<file path="config.mk">
export PLATFORM = sky130hd
export DESIGN_NAME = hcp_reg_bank_param
export DESIGN_NICKNAME = d
export VERILOG_FILES = /design/src/rtl/hcp_reg_pkg.sv /design/src/rtl/hcp_event_cnt.sv /design/src/rtl/hcp_reg_bank_param.sv
export SDC_FILE = /design/constraint.sdc
export NUM_CORES = 1
export LEC_CHECK = 0
export ABC_AREA = 0
export ABC_CLOCK_PERIOD_IN_PS = 2270
export BUFFER_PORTS_ARGS = -buffer_cell sky130_fd_sc_hd__buf_4
export CORE_ASPECT_RATIO = 2
export CORE_MARGIN = 3
export CORE_UTILIZATION = 50
export DETAILED_ROUTE_END_ITERATION = 7
export PLACE_DENSITY = 0.77
export SYNTH_ARGS = -nofsm -noshare
export SYNTH_HDL_FRONTEND = slang
export SYNTH_SLANG_ARGS = --single-unit
</file>
<file path="constraint.sdc">
create_clock -name i_clk -period 2.27 [get_ports i_clk]
set_input_delay 0.1135 -clock i_clk [delete_from_list [all_inputs] [get_ports i_clk]]
set_output_delay 0.1135 -clock i_clk [all_outputs]
set_load 0.03 [all_outputs]
</file>
<file path="src/rtl/hcp_reg_pkg.sv">
// Shared constants for the HCP register bank: fixed word offsets, default
// identity values, and helpers for the NUM_RW-dependent sticky/counter offsets.
package hcp_reg_pkg;

  localparam int OFF_ID        = 0;
  localparam int OFF_VER       = 1;
  localparam int OFF_MID       = 2;
  localparam int OFF_TSS_VER   = 3;
  localparam int OFF_CTRL_BASE = 4;

  localparam logic [15:0] DEF_VENDOR_ID = 16'h0000;
  localparam logic [15:0] DEF_DEVICE_ID = 16'h0000;
  localparam logic [31:0] DEF_HCP_VER   = 32'h0000_3410;

  function automatic int sts_offset(input int num_rw);
    return OFF_CTRL_BASE + num_rw;
  endfunction

  function automatic int cnt_offset(input int num_rw, input int idx);
    return sts_offset(num_rw) + 1 + idx;
  endfunction

endpackage

</file>
<file path="src/rtl/hcp_event_cnt.sv">
// Single saturating event counter; clear takes priority but a coincident
// increment is still counted, so clear+inc leaves the counter at 1.
module hcp_event_cnt #(
  parameter int CNT_W = 32
) (
  input  logic             i_clk,
  input  logic             i_rst_n,
  input  logic             i_inc,
  input  logic             i_clr,
  output logic [CNT_W-1:0] ov_cnt
);

  logic [CNT_W-1:0] r_cnt;

  always_ff @(posedge i_clk or negedge i_rst_n) begin
    if (!i_rst_n) begin
      r_cnt <= '0;
    end else if (i_clr) begin
      r_cnt <= CNT_W'(i_inc);
    end else if (i_inc && (r_cnt != '1)) begin
      r_cnt <= r_cnt + CNT_W'(1);
    end
  end

  assign ov_cnt = r_cnt;

endmodule

</file>
<file path="src/rtl/hcp_reg_bank_param.sv">
// Parametrised HCP register bank: ID/version words, RW control words, W1C sticky
// status and saturating event counters. Optional macro HCP_CNT_READ_CLEAR_EN.
module hcp_reg_bank_param
  import hcp_reg_pkg::*;
#(
  parameter logic [18:0] BASE_ADDR = 19'd0,
  parameter logic [15:0] VENDOR_ID = DEF_VENDOR_ID,
  parameter logic [15:0] DEVICE_ID = DEF_DEVICE_ID,
  parameter logic [31:0] HCP_VER   = DEF_HCP_VER,
  parameter int          NUM_RW    = 4,
  parameter int          STS_W     = 8,
  parameter int          NUM_CNT   = 4,
  parameter int          CNT_W     = 32
) (
  input  logic                                  i_clk,
  input  logic                                  i_rst_n,
  input  logic [11:0]                           iv_hcp_mid,
  input  logic [11:0]                           iv_tsnlight_mid,
  input  logic [31:0]                           iv_tss_ver,
  input  logic [18:0]                           iv_addr,
  input  logic                                  i_addr_fixed,
  input  logic [31:0]                           iv_wdata,
  input  logic                                  i_wr,
  input  logic                                  i_rd,
  output logic                                  o_wr,
  output logic [18:0]                           ov_addr,
  output logic                                  o_addr_fixed,
  output logic [31:0]                           ov_rdata,
  output logic [NUM_RW*32-1:0]                  ov_ctrl,
  output logic [NUM_RW-1:0]                     ov_ctrl_wr,
  input  logic [STS_W-1:0]                      iv_sts_set,
  output logic [STS_W-1:0]                      ov_sts,
  input  logic [((NUM_CNT > 0) ? NUM_CNT : 1)-1:0] iv_cnt_inc
);

  localparam int S_OFF    = sts_offset(NUM_RW);
  localparam int LAST_OFF = S_OFF + NUM_CNT;
  localparam int NC       = (NUM_CNT > 0) ? NUM_CNT : 1;

  logic [18:0]          w_offset;
  logic                 w_req_ok;
  logic                 w_rd_hit;
  logic                 w_wr_hit;
  logic [31:0]          w_rdata;
  logic [NUM_RW-1:0]    w_ctrl_we;
  logic [STS_W-1:0]     w_sts_clr;
  logic [NC-1:0]        w_cnt_clr;
  logic [CNT_W-1:0]     w_cnt [NC];

  logic [NUM_RW*32-1:0] r_ctrl;
  logic [NUM_RW-1:0]    r_ctrl_wr;
  logic [STS_W-1:0]     r_sts;
  logic                 r_rsp_vld;
  logic [18:0]          r_rsp_addr;
  logic                 r_rsp_fixed;
  logic [31:0]          r_rsp_data;

  // Offsets below BASE_ADDR wrap to large values and fall outside the window.
  assign w_offset = iv_addr - BASE_ADDR;
  assign w_req_ok = !i_addr_fixed && (w_offset <= 19'(LAST_OFF));
  assign w_rd_hit = i_rd && !i_wr && w_req_ok;
  assign w_wr_hit = i_wr && w_req_ok;

  always_comb begin
    w_rdata = '0;
    if (w_offset == 19'(OFF_ID))      w_rdata = {DEVICE_ID, VENDOR_ID};
    if (w_offset == 19'(OFF_VER))     w_rdata = HCP_VER;
    if (w_offset == 19'(OFF_MID))     w_rdata = {8'h00, iv_tsnlight_mid, iv_hcp_mid};
    if (w_offset == 19'(OFF_TSS_VER)) w_rdata = iv_tss_ver;
    for (int k = 0; k < NUM_RW; k++) begin
      if (w_offset == 19'(OFF_CTRL_BASE + k)) w_rdata = r_ctrl[32*k +: 32];
    end
    if (w_offset == 19'(S_OFF)) w_rdata = 32'(r_sts);
    for (int i = 0; i < NUM_CNT; i++) begin
      if (w_offset == 19'(cnt_offset(NUM_RW, i))) w_rdata = 32'(w_cnt[i]);
    end
  end

  always_comb begin
    w_ctrl_we = '0;
    w_sts_clr = '0;
    w_cnt_clr = '0;
    for (int k = 0; k < NUM_RW; k++) begin
      if (w_wr_hit && (w_offset == 19'(OFF_CTRL_BASE + k))) w_ctrl_we[k] = 1'b1;
    end
    if (w_wr_hit && (w_offset == 19'(S_OFF))) w_sts_clr = iv_wdata[STS_W-1:0];
`ifdef HCP_CNT_READ_CLEAR_EN
    for (int i = 0; i < NUM_CNT; i++) begin
      if (w_rd_hit && (w_offset == 19'(cnt_offset(NUM_RW, i)))) w_cnt_clr[i] = 1'b1;
    end
`endif
  end

  always_ff @(posedge i_clk or negedge i_rst_n) begin
    if (!i_rst_n) begin
      r_ctrl      <= '0;
      r_ctrl_wr   <= '0;
      r_sts       <= '0;
      r_rsp_vld   <= 1'b0;
      r_rsp_addr  <= '0;
      r_rsp_fixed <= 1'b0;
      r_rsp_data  <= '0;
    end else begin
      r_ctrl_wr <= w_ctrl_we;
      for (int k = 0; k < NUM_RW; k++) begin
        if (w_ctrl_we[k]) r_ctrl[32*k +: 32] <= iv_wdata;
      end
      // Set is OR-ed after the clear so a coincident set always wins.
      r_sts       <= (r_sts & ~w_sts_clr) | iv_sts_set;
      r_rsp_vld   <= w_rd_hit;
      r_rsp_addr  <= w_rd_hit ? iv_addr : '0;
      r_rsp_fixed <= w_rd_hit & i_addr_fixed;
      r_rsp_data  <= w_rd_hit ? w_rdata : '0;
    end
  end

  generate
    if (NUM_CNT > 0) begin : g_cnt
      for (genvar i = 0; i < NUM_CNT; i++) begin : g_inst
        hcp_event_cnt #(.CNT_W(CNT_W)) u_cnt (
          .i_clk   (i_clk),
          .i_rst_n (i_rst_n),
          .i_inc   (iv_cnt_inc[i]),
          .i_clr   (w_cnt_clr[i]),
          .ov_cnt  (w_cnt[i])
        );
      end
    end else begin : g_no_cnt
      assign w_cnt[0] = '0;
    end
  endgenerate

  assign o_wr         = r_rsp_vld;
  assign ov_addr      = r_rsp_addr;
  assign o_addr_fixed = r_rsp_fixed;
  assign ov_rdata     = r_rsp_data;
  assign ov_ctrl      = r_ctrl;
  assign ov_ctrl_wr   = r_ctrl_wr;
  assign ov_sts       = r_sts;

endmodule

</file>
# Yosys cells after proc, flatten, opt, wreduce, memory -nomap -nowiden
# Cells that the tools add are included.
word_totals:
  reg_bits: 321
  output_inout_bits: 193
op_classes:
  muxes: 19
  reduce_logical: 15
  bitwise: 4
  eq_ne: 16
  order_cmp: 1
  n_addsub: 4
ops:
  columns: ["cell", "n"]
  rows:
  - ["two-way mux 32 bit", 11]
  - ["adder 32 x 1 -> 32 bit (second input constant)", 4]
  - ["inequality test 32 bit (second input constant)", 4]
  - ["== test 19 x 4 -> 1 bit (second input constant)", 5]
  - ["== test 19 x 3 -> 1 bit (second input constant)", 4]
  - ["== test 19 x 2 -> 1 bit (second input constant)", 2]
  - ["two-way mux 24 bit", 1]
  - ["== test 19 x 1 -> 1 bit (second input constant)", 1]
  - ["<= comparator 19 x 4 -> 1 bit (second input constant)", 1]
  - ["two-way mux 19 bit", 1]
  - ["two-way mux 14 bit", 1]
  - ["logical AND 1 bit", 13]
  - ["AND 8 bit", 1]
  - ["two-way mux 8 bit", 1]
  - ["NOT 8 bit", 1]
  - ["bitwise OR 8 bit", 1]
  - ["two-way mux 1 bit", 4]
  - ["logical NOT 1 bit", 2]
  - ["AND 1 bit", 1]

# Depth between registers and ports, before layout
# Gate-level depths: netlist of run 1.
logic_depth:
  depth_word: 14
  depth_mapped: 10
  depth_no_buf: 7

# Hierarchy
# A second synthesis of run 1 with hierarchy kept.
unflattened:
  cells_unflattened: 1557
  hier_area_um2: 16365.7
by_module_without_submodules:
  columns: ["mod", "cells_each", "seq_area_each_um2", "instances", "area_each_um2"]
  rows:
  - ["hcp_reg_bank_param", 777, 4829.6, 1, 9374.0]
  - ["hcp_event_cnt", 195, 800.8, 4, 1747.9]

# Least setup slack after synthesis of run 1
# Ideal clock, no wire load.
synth_timing:
  path_type: "input -> register"
  startpoint: "input iv_addr[8]"
  endpoint: "register r_ctrl[65] (netlist: ov_ctrl[65])"
  setup_slack_ns: -0.018
  n_path_buf: 1
  required_ns: 2.145
  cell_stages: 6
  arrival_ns: 2.163
  cell_sequence: "or4_4 -> nor3_4 -> nand4_1 -> nor3_2 -> buf_2 -> mux2_2"
synth_via:
  elab_chain_cells: 5
  word_cells_on_any_way: 6
  classes_between: "1 x order compare; 1 x eq/ne; 1 x mux; 3 x reduce/logical"
synth_rtl:
  columns: ["item", "line", "text"]
  rows:
  - ["start, declared", "hcp_reg_bank_param.sv:20", "input logic [18:0] iv_addr,"]
  - ["<= comparator 19 x 4 -> 1 bit", "hcp_reg_bank_param.sv:60", "assign w_req_ok = !i_addr_fixed && (w_offset <= 19'(LAST_OFF));"]
  - ["logical AND 1 bit", "hcp_reg_bank_param.sv:60", null]
  - ["logical AND 1 bit", "hcp_reg_bank_param.sv:62", "assign w_wr_hit = i_wr && w_req_ok;"]
  - ["logical AND 1 bit *", "hcp_reg_bank_param.sv:84", "if (w_wr_hit && (w_offset == 19'(OFF_CTRL_BASE + k))) w_ctrl_we[k] = 1'b1;"]
  - ["two-way mux 1 bit *", "hcp_reg_bank_param.sv:84", null]
  - ["end signal, assigned by index", "hcp_reg_bank_param.sv:106", "if (w_ctrl_we[k]) r_ctrl[32*k +: 32] <= iv_wdata;"]
  - ["end, declared", "hcp_reg_bank_param.sv:50", "logic [NUM_RW*32-1:0] r_ctrl;"]
# Every way passes the cells marked *; elsewhere a longest branch is shown, timed or not.
# A chain may end at the register's enable or synchronous reset.

# Worst setup path after layout of run 1
layout_timing:
  startpoint: "input iv_addr[15]"
  endpoint: "register r_sts[2] (netlist: ov_sts[2])"
layout_via:
  elab_chain_cells: 8
  word_cells_on_any_way: 9
  classes_between: "1 x order compare; 1 x eq/ne; 1 x mux; 3 x bitwise; 3 x reduce/logical"
layout_rtl:
  columns: ["item", "line", "text"]
  rows:
  - ["<= comparator 19 x 4 -> 1 bit", "hcp_reg_bank_param.sv:60", null]
  - ["logical AND 1 bit", "hcp_reg_bank_param.sv:60", null]
  - ["logical AND 1 bit", "hcp_reg_bank_param.sv:62", null]
  - ["logical AND 1 bit *", "hcp_reg_bank_param.sv:86", "if (w_wr_hit && (w_offset == 19'(S_OFF))) w_sts_clr = iv_wdata[STS_W-1:0];"]
  - ["two-way mux 8 bit *", "hcp_reg_bank_param.sv:86", null]
  - ["NOT 8 bit *", "hcp_reg_bank_param.sv:109", "r_sts <= (r_sts & ~w_sts_clr) | iv_sts_set;"]
  - ["AND 8 bit *", "hcp_reg_bank_param.sv:109", null]
  - ["bitwise OR 8 bit *", "hcp_reg_bank_param.sv:109", null]
  - ["end signal, assigned", "hcp_reg_bank_param.sv:109", null]
  - ["end, declared", "hcp_reg_bank_param.sv:52", "logic [STS_W-1:0] r_sts;"]
# Marked as above.

==> results.yml, run 1 <==
outcome:
  status: "finished, final reports clean"
timing:
  slew_viol_final: 0
  fin_crit_ps: 2220
  setup_slack_ps: 53.0
  tightestPinTransition_ps: 586
  hold_viol_final: 0
  fmax_mhz: 451
  slew_headroom: 0.609
  clock_skew_ps: 29.9
  setup_viol_count_final: 0
  rsz0062_at_grt: "true"
  fin_crit_sh: 0.977
floorplan:
  top_level_ports: 317
  die_x_um: 130
  fp.dieArea_um2: 32800
  rows: 90
  core_um2: 30200
  die_y_um: 253
  initial_core_util: 0.507
global_route:
  grt_overflow: 0
  grt_max_degree: 70
  grt_use_total: 0.339
  grt_pass1_wl_mm: 85.6
  antenna_found_initial: 0
  grt_pass1_vias: 14806
setup_path:
  required_ps: 2720
  crit_slowest_cell: "or4_4"
  cp_data_arrival_time_ps: 2660
  path_common_cell: "buf_4"
  critical_path_class: "primary input to register"
  worstPathMaxFanout: 5
  startpoint_type: "primary input"
  worst_setup_path_end_kind: "register"
  cp_cell_sequence: "buf_4 -> or4_4 -> nor3_4 -> nand4_1 -> buf_6 -> buf_4 -> nor2_4 -> buf_4 -> nand2_1 -> a21o_1 -> dlygate4sd3_1"
  slowest_delay_ps: 580
clock_tree:
  cts_buffer_depth: 3
  clk_pin_slew_worst_paths_ps: 70
  clockRootBuffer: "clkbuf_16"
  cts_tree: "done"
  clock_latency_ps: 590
  htree_num_levels: 1
  cts.sinks: 321
  cts_buffers: 28
cells_and_area:
  regArea_um2: 8030
  final_util: 0.703
  instances_no_fill: 2277
  area_growth_pct: 38.7
  fill_cells: 2158
  layout-drive-gt1-share: 0.362
  insertedDiodeCount: 0
  multiInputGateArea_um2: 7050
  nNetsFinal: 2015
  fin_area_um2: 21200
routing:
  ant_nets: 0
  drt_pass1_iterations: 5
  routed_wirelength_mm: 56.3
  first_iter_violations: 1140
  post-route-drc-count: 0
  drt-wirelength-per-cell_um: 24.7
  vias: 14033
  vias_per_cell: 6.16
power:
  p_seq_frac: 0.491
  leakage_nw: 10.0
  p_int_w: 0.00963
  combinationalPowerShare: 0.101
  powerDensity_nw_per_um2: 611
  p_sw_w: 0.00333
  vdd_ir_drop_max_uv: 673
  swShare: 0.257
  clkPwrFrac: 0.408
  power_w: 0.0130
yosys:
  yosysSeqAreaShare: 0.525
  async_flop_share: 1.00
  synth_area_leaders: "dfrtp_1 (53%), mux2_2 (9.6%), xnor2_1 (4.4%)"
  ys_types: 70
  synth_cells: 1367
  synth_seq_cells: 321
  netlist_area_um2: 15300
  synthMostInstantiatedCell: "dfrtp_1"
  synth-edff-count: 0
  avgSynthCellArea_um2: 11.2
  synth_top_area_frac: 0.525
  synthFlopType: "dfrtp_1"
  yosys.area.top_type: "dfrtp_1"
  synthTopCellsByCount: "dfrtp_1 (321), mux2_2 (131), nand2_1 (100)"
  ys.warnings.count: 0
job:
  maxCapViolations: 0
placement:
  dp_hpwl_mm: 41.9
  place_ws_ps: -180
  place_congestion: 0.951
  place_inst: 2151
  place_area_um2: 19400
  portBuffers: 316
min_path:
  hold_class: "primary input to async pin"
==> sequential cells by signal (all words and copies together), names as in the netlist <==
signal,count
g_cnt.g_inst.u_cnt.ov_cnt,128
o_addr_fixed,1
o_wr,1
ov_addr,19
ov_ctrl,128
ov_ctrl_wr,4
ov_rdata,32
ov_sts,8
==> cells by family after synthesis <==
logic type	share of synthesized area
AOI/OAI and AO/OA	0.124
other	0.000245
DFF	0.525
and+or+nand+nor	0.155
buffers and inverters	0.0240
adders and majority gates	0.00327
xor gates and xnor gates	0.0693
muxes	0.0993
==> placed cells by master (no fill, tap or decap), types with 31 or more instances in the layout <==
cell,instances
a21oi_1,31
a22oi_1,80
and3_1,39
buf_4,440
dfrtp_1,321
dlygate4sd3_1,69
mux2_2,131
nand2_1,98
nand3_1,75
nand4_1,41
nor2_1,62
nor3_1,40
xnor2_1,76
xor2_1,45
==> critical path: cells and delay by family <==
kind,cells,cell delay (ps)
AO/OA/AOI/OAI,1,170
buffers and inverters,5,1150
AND/OR/NAND/NOR,5,1230
==> power groups by stage <==
stage	Sequential, W	Combinational [W]	Clock (W)
floorplan	0.00639	0.000464	0
global placement	0.00646	0.00113	0
detailed placement	0.00647	0.00117	0
CTS	0.00636	0.00129	0.00532
global route	0.00639	0.00143	0.00558
finish	0.00637	0.00131	0.00529
==> metrics by stage <==
| step | TNS [ps] | hold WS, ps |
|---|---|---|
| floorplan | -1130 | -182 |
| global placement | -12710 | 129 |
| detailed placement | -16200 | 123 |
| CTS | 0 | 29.4 |
| global route | -39.5 | 59.8 |
| finish | 0 | 59.8 |
==> path summary, 6_finish.rpt <==
kind / startpoint / end / slack (ps) / cells after the start
setup / recovery: iv_addr[15] / ov_sts[2]$_DFF_PN0_ / 50 / 11
hold reg to reg: g_cnt.g_inst[0].u_cnt.ov_cnt[31]$_DFFE_PN0P_ / g_cnt.g_inst[0].u_cnt.ov_cnt[31]$_DFFE_PN0P_ / 500 / 1
max in group asynchronous: i_rst_n / ov_addr[13]$_DFF_PN0_ / 1420 / 3
setup reg to reg: g_cnt.g_inst[1].u_cnt.ov_cnt[7]$_DFFE_PN0P_ / g_cnt.g_inst[1].u_cnt.ov_cnt[25]$_DFFE_PN0P_ / 50 / 6
min in group i_clk: iv_tss_ver[23] / ov_rdata[23]$_DFF_PN0_ / 60 / 4
hold / removal: i_rst_n / g_cnt.g_inst[2].u_cnt.ov_cnt[26]$_DFFE_PN0P_ / 60 / 2
==> area by class of cell <==
cell class	count	share of cell area
sequential	321	0.379
multi-input combinational	978	0.332
timing repair buffer	539	0.216
clock buffer	44	0.0411
tap	368	0.0217
clock inverter	8	0.00726
inverter	19	0.00336
==> layer usage <==
layer,up-vias,share of wire,track usage
met5,-,0,0
met3,207,0.070,0.0593
met2,753,0.53,0.597
met1,6999,0.34,0.386
li1,6074,-,-
met4,0,0.063,0.181
==> timing repair <==
item,CTS,global route
hold buffers,69,0
resized for setup,3,14
cloned,0,0
setup buffers,1,4
endpoints found under the hold margin,409,0
pin swaps,0,5
setup endpoints to repair,24,21
(Power assumes the default switching activity.)
==> run 2: changes to the inputs <==
Settings changed: CORE_MARGIN 3 to default, PLACE_DENSITY 0.77 to 0.78, SLEW_MARGIN from default to 20.
==> results.yml, run 2 (synthesis results as in run 1) <==
min_path:
  hold_depth: 3
  worstHoldEndpoint: "g_cnt.g_inst[0].u_cnt.ov_cnt[14]$_DFFE_PN0P_"
  hold_start: "iv_cnt_inc[0]"
  hold_class: "primary input to register"
floorplan:
  top_level_ports: 317
  die_y_um: 249
  initial_core_util: 0.508
  core_um2: 30100
  die_x_um: 126
  rows: 90
  fp.dieArea_um2: 31300
routing:
  ant_nets: 0
  post-route-drc-count: 2
  routed_wirelength_mm: 55.6
  drt-wirelength-per-cell_um: 24.4
  vias_per_cell: 6.18
  drt_pass1_iterations: 7
  first_iter_violations: 1106
  vias: 14045
placement:
  dp_hpwl_mm: 41.6
  place_ws_ps: -322
  place_congestion: 1.01
  portBuffers: 316
timing:
  slew_viol_final: 0
  fmax_mhz: 447
  hold_ws_ps: 17.1
  clock_skew_ps: 12.6
  setup_slack_ps: 35.1
  slew_headroom: 0.623
  fin_crit_sh: 0.985
  tightestPinTransition_ps: 565
  rsz0062_at_grt: "false"
  hold_viol_final: 0
  setup_viol_count_final: 0
  fin_crit_ps: 2230
setup_path:
  reg2reg_slack_ps: 90
  slowest_delay_ps: 550
  reg2reg_from: "g_cnt.g_inst[1].u_cnt.ov_cnt[6]$_DFFE_PN0P_"
  startpoint_type: "primary input"
  r2r_cells: 7
  worst_setup_path_end_kind: "register"
  worstPathMaxFanout: 8
  critical_path_class: "primary input to register"
  cp_cell_sequence: "dlygate4sd3_1 -> buf_4 -> nor4_1 -> buf_4 -> nand2_1 -> buf_4 -> nor3_4 -> a211oi_1 -> and3_1 -> o32ai_1"
  crit_family: "buffers and inverters"
  r2r_end: "g_cnt.g_inst[1].u_cnt.ov_cnt[26]$_DFFE_PN0P_"
  required_ps: 2710
  path_common_cell: "buf_4"
  worst-path-buf-inv: 4
  crit_slowest_cell: "dlygate4sd3_1"
  cp_data_arrival_time_ps: 2680
cells_and_area:
  layout_common_cells: "buf_4 (451), dfrtp_1 (320), mux2_2 (131), nand2_1 (100), a22oi_1 (80)"
  nNetsFinal: 2011
  layout_commonest_cell: "buf_4"
  insertedDiodeCount: 0
  fill_cells: 2140
  layout-drive-gt1-share: 0.366
  area_growth_pct: 37.7
global_route:
  grt_overflow: 0
  grt_max_degree: 68
  grt_use_total: 0.358
  antenna_found_initial: 1
  grt_pass1_vias: 14889
  grt_pass1_wl_mm: 85.2
clock_tree:
  cts.sinks: 321
  cts_tree: "done"
  clockRootBuffer: "clkbuf_16"
  cts_buffer_depth: 3
  cts_buffers: 30
  clock_latency_ps: 580
  clk_pin_slew_worst_paths_ps: 70
  htree_num_levels: 1
power:
  leakage_nw: 9.96
  vdd_ir_drop_max_uv: 780
  powerDensity_nw_per_um2: 623
outcome:
  violations: "design-rule violations"
  status: "finished with violations"
job:
  maxCapViolations: 0
-- run 2: changes by cell type in the layout (fill, tap and decap cells not counted), sizes merged --
cell | before | now
inv | 21 | 20
clkinvlp | 0 | 2
clkbuf | 44 | 40
bufinv | 3 | 4
dlygate4sd3 | 69 | 62
buf | 470 | 471
clkinv | 3 | 7
-- run 2: through the flow --
step	TNS, ps	total power (W)	util	std cells	area [um^2]
final	0	0.0131	0.700	2273	21000
after global placement	-14470	0.00759	0.643	2157	19300
after global routing	0	0.0135	0.700	2273	21000
after floorplan	-1130	0.00686	-	1382	15300
after detailed placement	-16340	0.00765	0.643	2157	19300
after CTS	0	0.0131	0.699	2273	21000
-- run 2: layout make-up --
class,count,area [um^2],share of cell area
clock inverters,14,194,0.00921
well taps,368,460,0.0219
inverters,19,71.3,0.00339
multi-input cells,978,7030,0.334
clock buffers,40,858,0.0408
flip-flops and latches,321,8030,0.382
repair buffers,533,4400,0.209
-- run 2: what timing repair did --
item	CTS	global route
setup endpoints to repair	4	34
resized for setup	1	10
pin swaps	0	1
hold endpoints to repair	438	0
hold buffers	62	0
setup buffers	0	0
-- run 2: tightest hold or removal path, delay by kind of cell --
family / cells / cell delay (ps)
buffers and inverters: 1 / 150
XOR/XNOR: 1 / 90
AND/OR/NAND/NOR: 1 / 200
-- run 2: routing by layer --
metal	routed length, um	GRT usage	share of wire
met5	0	0	0
met1	18800	0.384	0.34
met4	3890	0.240	0.070
met3	3490	0.0511	0.063
met2	29400	0.645	0.53
-- run 2: worst max-delay path by stage --
stage                                                      startpoint                                           end  slack (ps)  cells after the start
final                                                      iv_addr[0]                        ov_rdata[30]$_DFF_PN0_          40                     10
after global routing                                       iv_addr[0]                        ov_rdata[30]$_DFF_PN0_          10                     10
after CTS                 g_cnt.g_inst[1].u_cnt.ov_cnt[6]$_DFFE_PN0P_  g_cnt.g_inst[1].u_cnt.ov_cnt[29]$_DFFE_PN0P_           3                      6
after detailed placement                                  iv_addr[15]                        ov_rdata[30]$_DFF_PN0_        -320                      9
after global placement                                    iv_addr[15]                        ov_rdata[30]$_DFF_PN0_        -300                      9
after floorplan                                            iv_addr[8]                       ov_ctrl[65]$_DFFE_PN0P_         -10                      6
-- run 2: report_power, final --
group | switching [W] | internal [W]
registers | 0.000365 | 0.00599
clock network | 0.00231 | 0.00312
logic | 0.000682 | 0.000644
==> run 3: changes to the inputs <==
Settings changed: CORE_ASPECT_RATIO 2 to default, REMOVE_ABC_BUFFERS from default to 1.
==> results.yml, run 3 (synthesis results as in run 1) <==
floorplan:
  die_y_um: 177
  fp.dieArea_um2: 31300
  top_level_ports: 317
  rows: 63
  core_um2: 29900
  initial_core_util: 0.512
  die_x_um: 177
timing:
  setup_slack_ps: 67.9
  clock_skew_ps: 10.1
  tns_ps: 0
  fin_crit_sh: 0.970
  fin_crit_ps: 2200
  fmax_mhz: 454
  hold_viol_final: 0
  setup_viol_count_final: 0
  slew_viol_final: 0
  hold_ws_ps: 17.8
  slew_headroom: 0.517
  tightestPinTransition_ps: 724
clock_tree:
  cts_buffer_depth: 3
  cts.sinks: 321
  clock_latency_ps: 530
  clockRootBuffer: "clkbuf_16"
  cts_tree: "done"
  cts_buffers: 36
  post_cts_buffers: 0
  clk_pin_slew_worst_paths_ps: 60
  htree_num_levels: 2
setup_path:
  startpoint_type: "primary input"
  critical_path_class: "primary input to register"
  worstPathMaxFanout: 12
  worst_setup_path_end_kind: "register"
  reg2reg_from: "g_cnt.g_inst[1].u_cnt.ov_cnt[26]$_DFFE_PN0P_"
  r2r_end: "g_cnt.g_inst[1].u_cnt.ov_cnt[27]$_DFFE_PN0P_"
  r2r_cells: 6
  required_ps: 2680
  reg2reg_slack_ps: 80
  cp_data_arrival_time_ps: 2610
min_path:
  hold_class: "primary input to register"
  hold_start: "iv_addr[0]"
  hold_depth: 3
  worstHoldEndpoint: "ov_addr[0]$_DFF_PN0_"
cells_and_area:
  layout-drive-gt1-share: 0.360
  nNetsFinal: 1997
  regArea_um2: 8030
  instances_no_fill: 2284
  area_growth_pct: 37.9
  fill_cells: 2094
  layout_common_cells: "buf_4 (432), dfrtp_1 (321), mux2_2 (131), nand2_1 (100), a22oi_1 (80)"
  multiInputGateArea_um2: 7020
  insertedDiodeCount: 0
  layout_commonest_cell: "buf_4"
global_route:
  grt_pass1_vias: 14116
  antenna_found_initial: 0
  grt_use_total: 0.339
  grt_overflow: 0
  grt_max_degree: 89
  grt_pass1_wl_mm: 80.4
routing:
  drt_pass1_iterations: 5
  ant_nets: 0
  first_iter_violations: 1279
  drt-wirelength-per-cell_um: 23.1
  post-route-drc-count: 0
  routed_wirelength_mm: 52.8
  vias_per_cell: 6.08
  vias: 13879
outcome:
  status: "finished, final reports clean"
power:
  vdd_ir_drop_max_uv: 632
  powerDensity_nw_per_um2: 649
  leakage_nw: 9.96
placement:
  portBuffers: 316
  place_ws_ps: -145
  place_congestion: 1.00
  place_inst: 2162
  dp_hpwl_mm: 37.6
job:
  maxCapViolations: 0
==> run 3: changes by cell type in the layout (fill, tap and decap cells not counted), moves of 2 or more <==
cell / delta
clkbuf_1: +4
buf_6: +2
nor4_2: -3
clkinvlp_4: -2
nor4_1: +2
dlygate4sd3_1: -3
buf_4: -19
clkbuf_16: +8
==> run 3: critical path, stage by stage <==
cell and delay (ps):
buf_4 110, or4_4 580, nor4_4 340, buf_6 180, nand2_1 100, buf_4 200
o22ai_1 230, nor3_1 80, o21a_1 110, dlygate4sd3_1 540
==> run 3: layout make-up <==
cell class	count	share of cell area
Inverter	19	0.00338
Clock buffer	53	0.0516
Multi-Input combinational cell	978	0.333
Clock inverter	10	0.00647
Timing Repair Buffer	513	0.202
Sequential cell	321	0.381
Tap cell	390	0.0231
==> run 3: what timing repair did <==
| item | 4_1_cts | 5_1_grt |
|---|---|---|
| endpoints found under the hold margin | 229 | 0 |
| hold buffers | 59 | 0 |
| pin swaps | 0 | 2 |
| cloned | 0 | 0 |
| setup endpoints to repair | 1 | 22 |
| resized for setup | 1 | 11 |
==> run 3: how the worst max path moves through the flow <==
stage,from,slack (ps),depth (start not counted),end
finish,iv_addr[15],70,10,ov_rdata[1]$_DFF_PN0_
global route,g_cnt.g_inst[1].u_cnt.ov_cnt[26]$_DFFE_PN0P_,-4,7,g_cnt.g_inst[1].u_cnt.ov_cnt[21]$_DFFE_PN0P_
CTS,g_cnt.g_inst[1].u_cnt.ov_cnt[6]$_DFFE_PN0P_,20,6,g_cnt.g_inst[1].u_cnt.ov_cnt[27]$_DFFE_PN0P_
detailed placement,iv_addr[15],-140,9,ov_rdata[11]$_DFF_PN0_
global placement,iv_addr[8],-150,8,ov_rdata[6]$_DFF_PN0_
floorplan,iv_addr[8],-1230,5,ov_ctrl[0]$_DFFE_PN0P_
==> run 3: metal layers <==
metal,up-vias,share of wire,GRT usage
li1,6040,-,-
met1,6914,0.39,0.448
met2,788,0.47,0.532
met3,137,0.11,0.0928
met4,0,0.038,0.130
met5,-,0,0
==> run 3: power by group <==
part / switching, W / total, W / leakage, nW / internal (W)
Clock: 0.00236 / 0.00602 / 0.607 / 0.00366
Combinational: 0.000682 / 0.00132 / 5.04 / 0.000642
Sequential: 0.000347 / 0.00634 / 4.31 / 0.00599
==> run 3: metrics by stage <==
| stage | util | total power, W | area, um^2 |
|---|---|---|---|
| after global placement | 0.644 | 0.00758 | 19200 |
| after global routing | 0.706 | 0.0141 | 21100 |
| after detailed placement | 0.644 | 0.00764 | 19200 |
| after CTS | 0.704 | 0.0137 | 21000 |
| final | 0.706 | 0.0137 | 21100 |
| after floorplan | - | 0.00685 | 15000 |
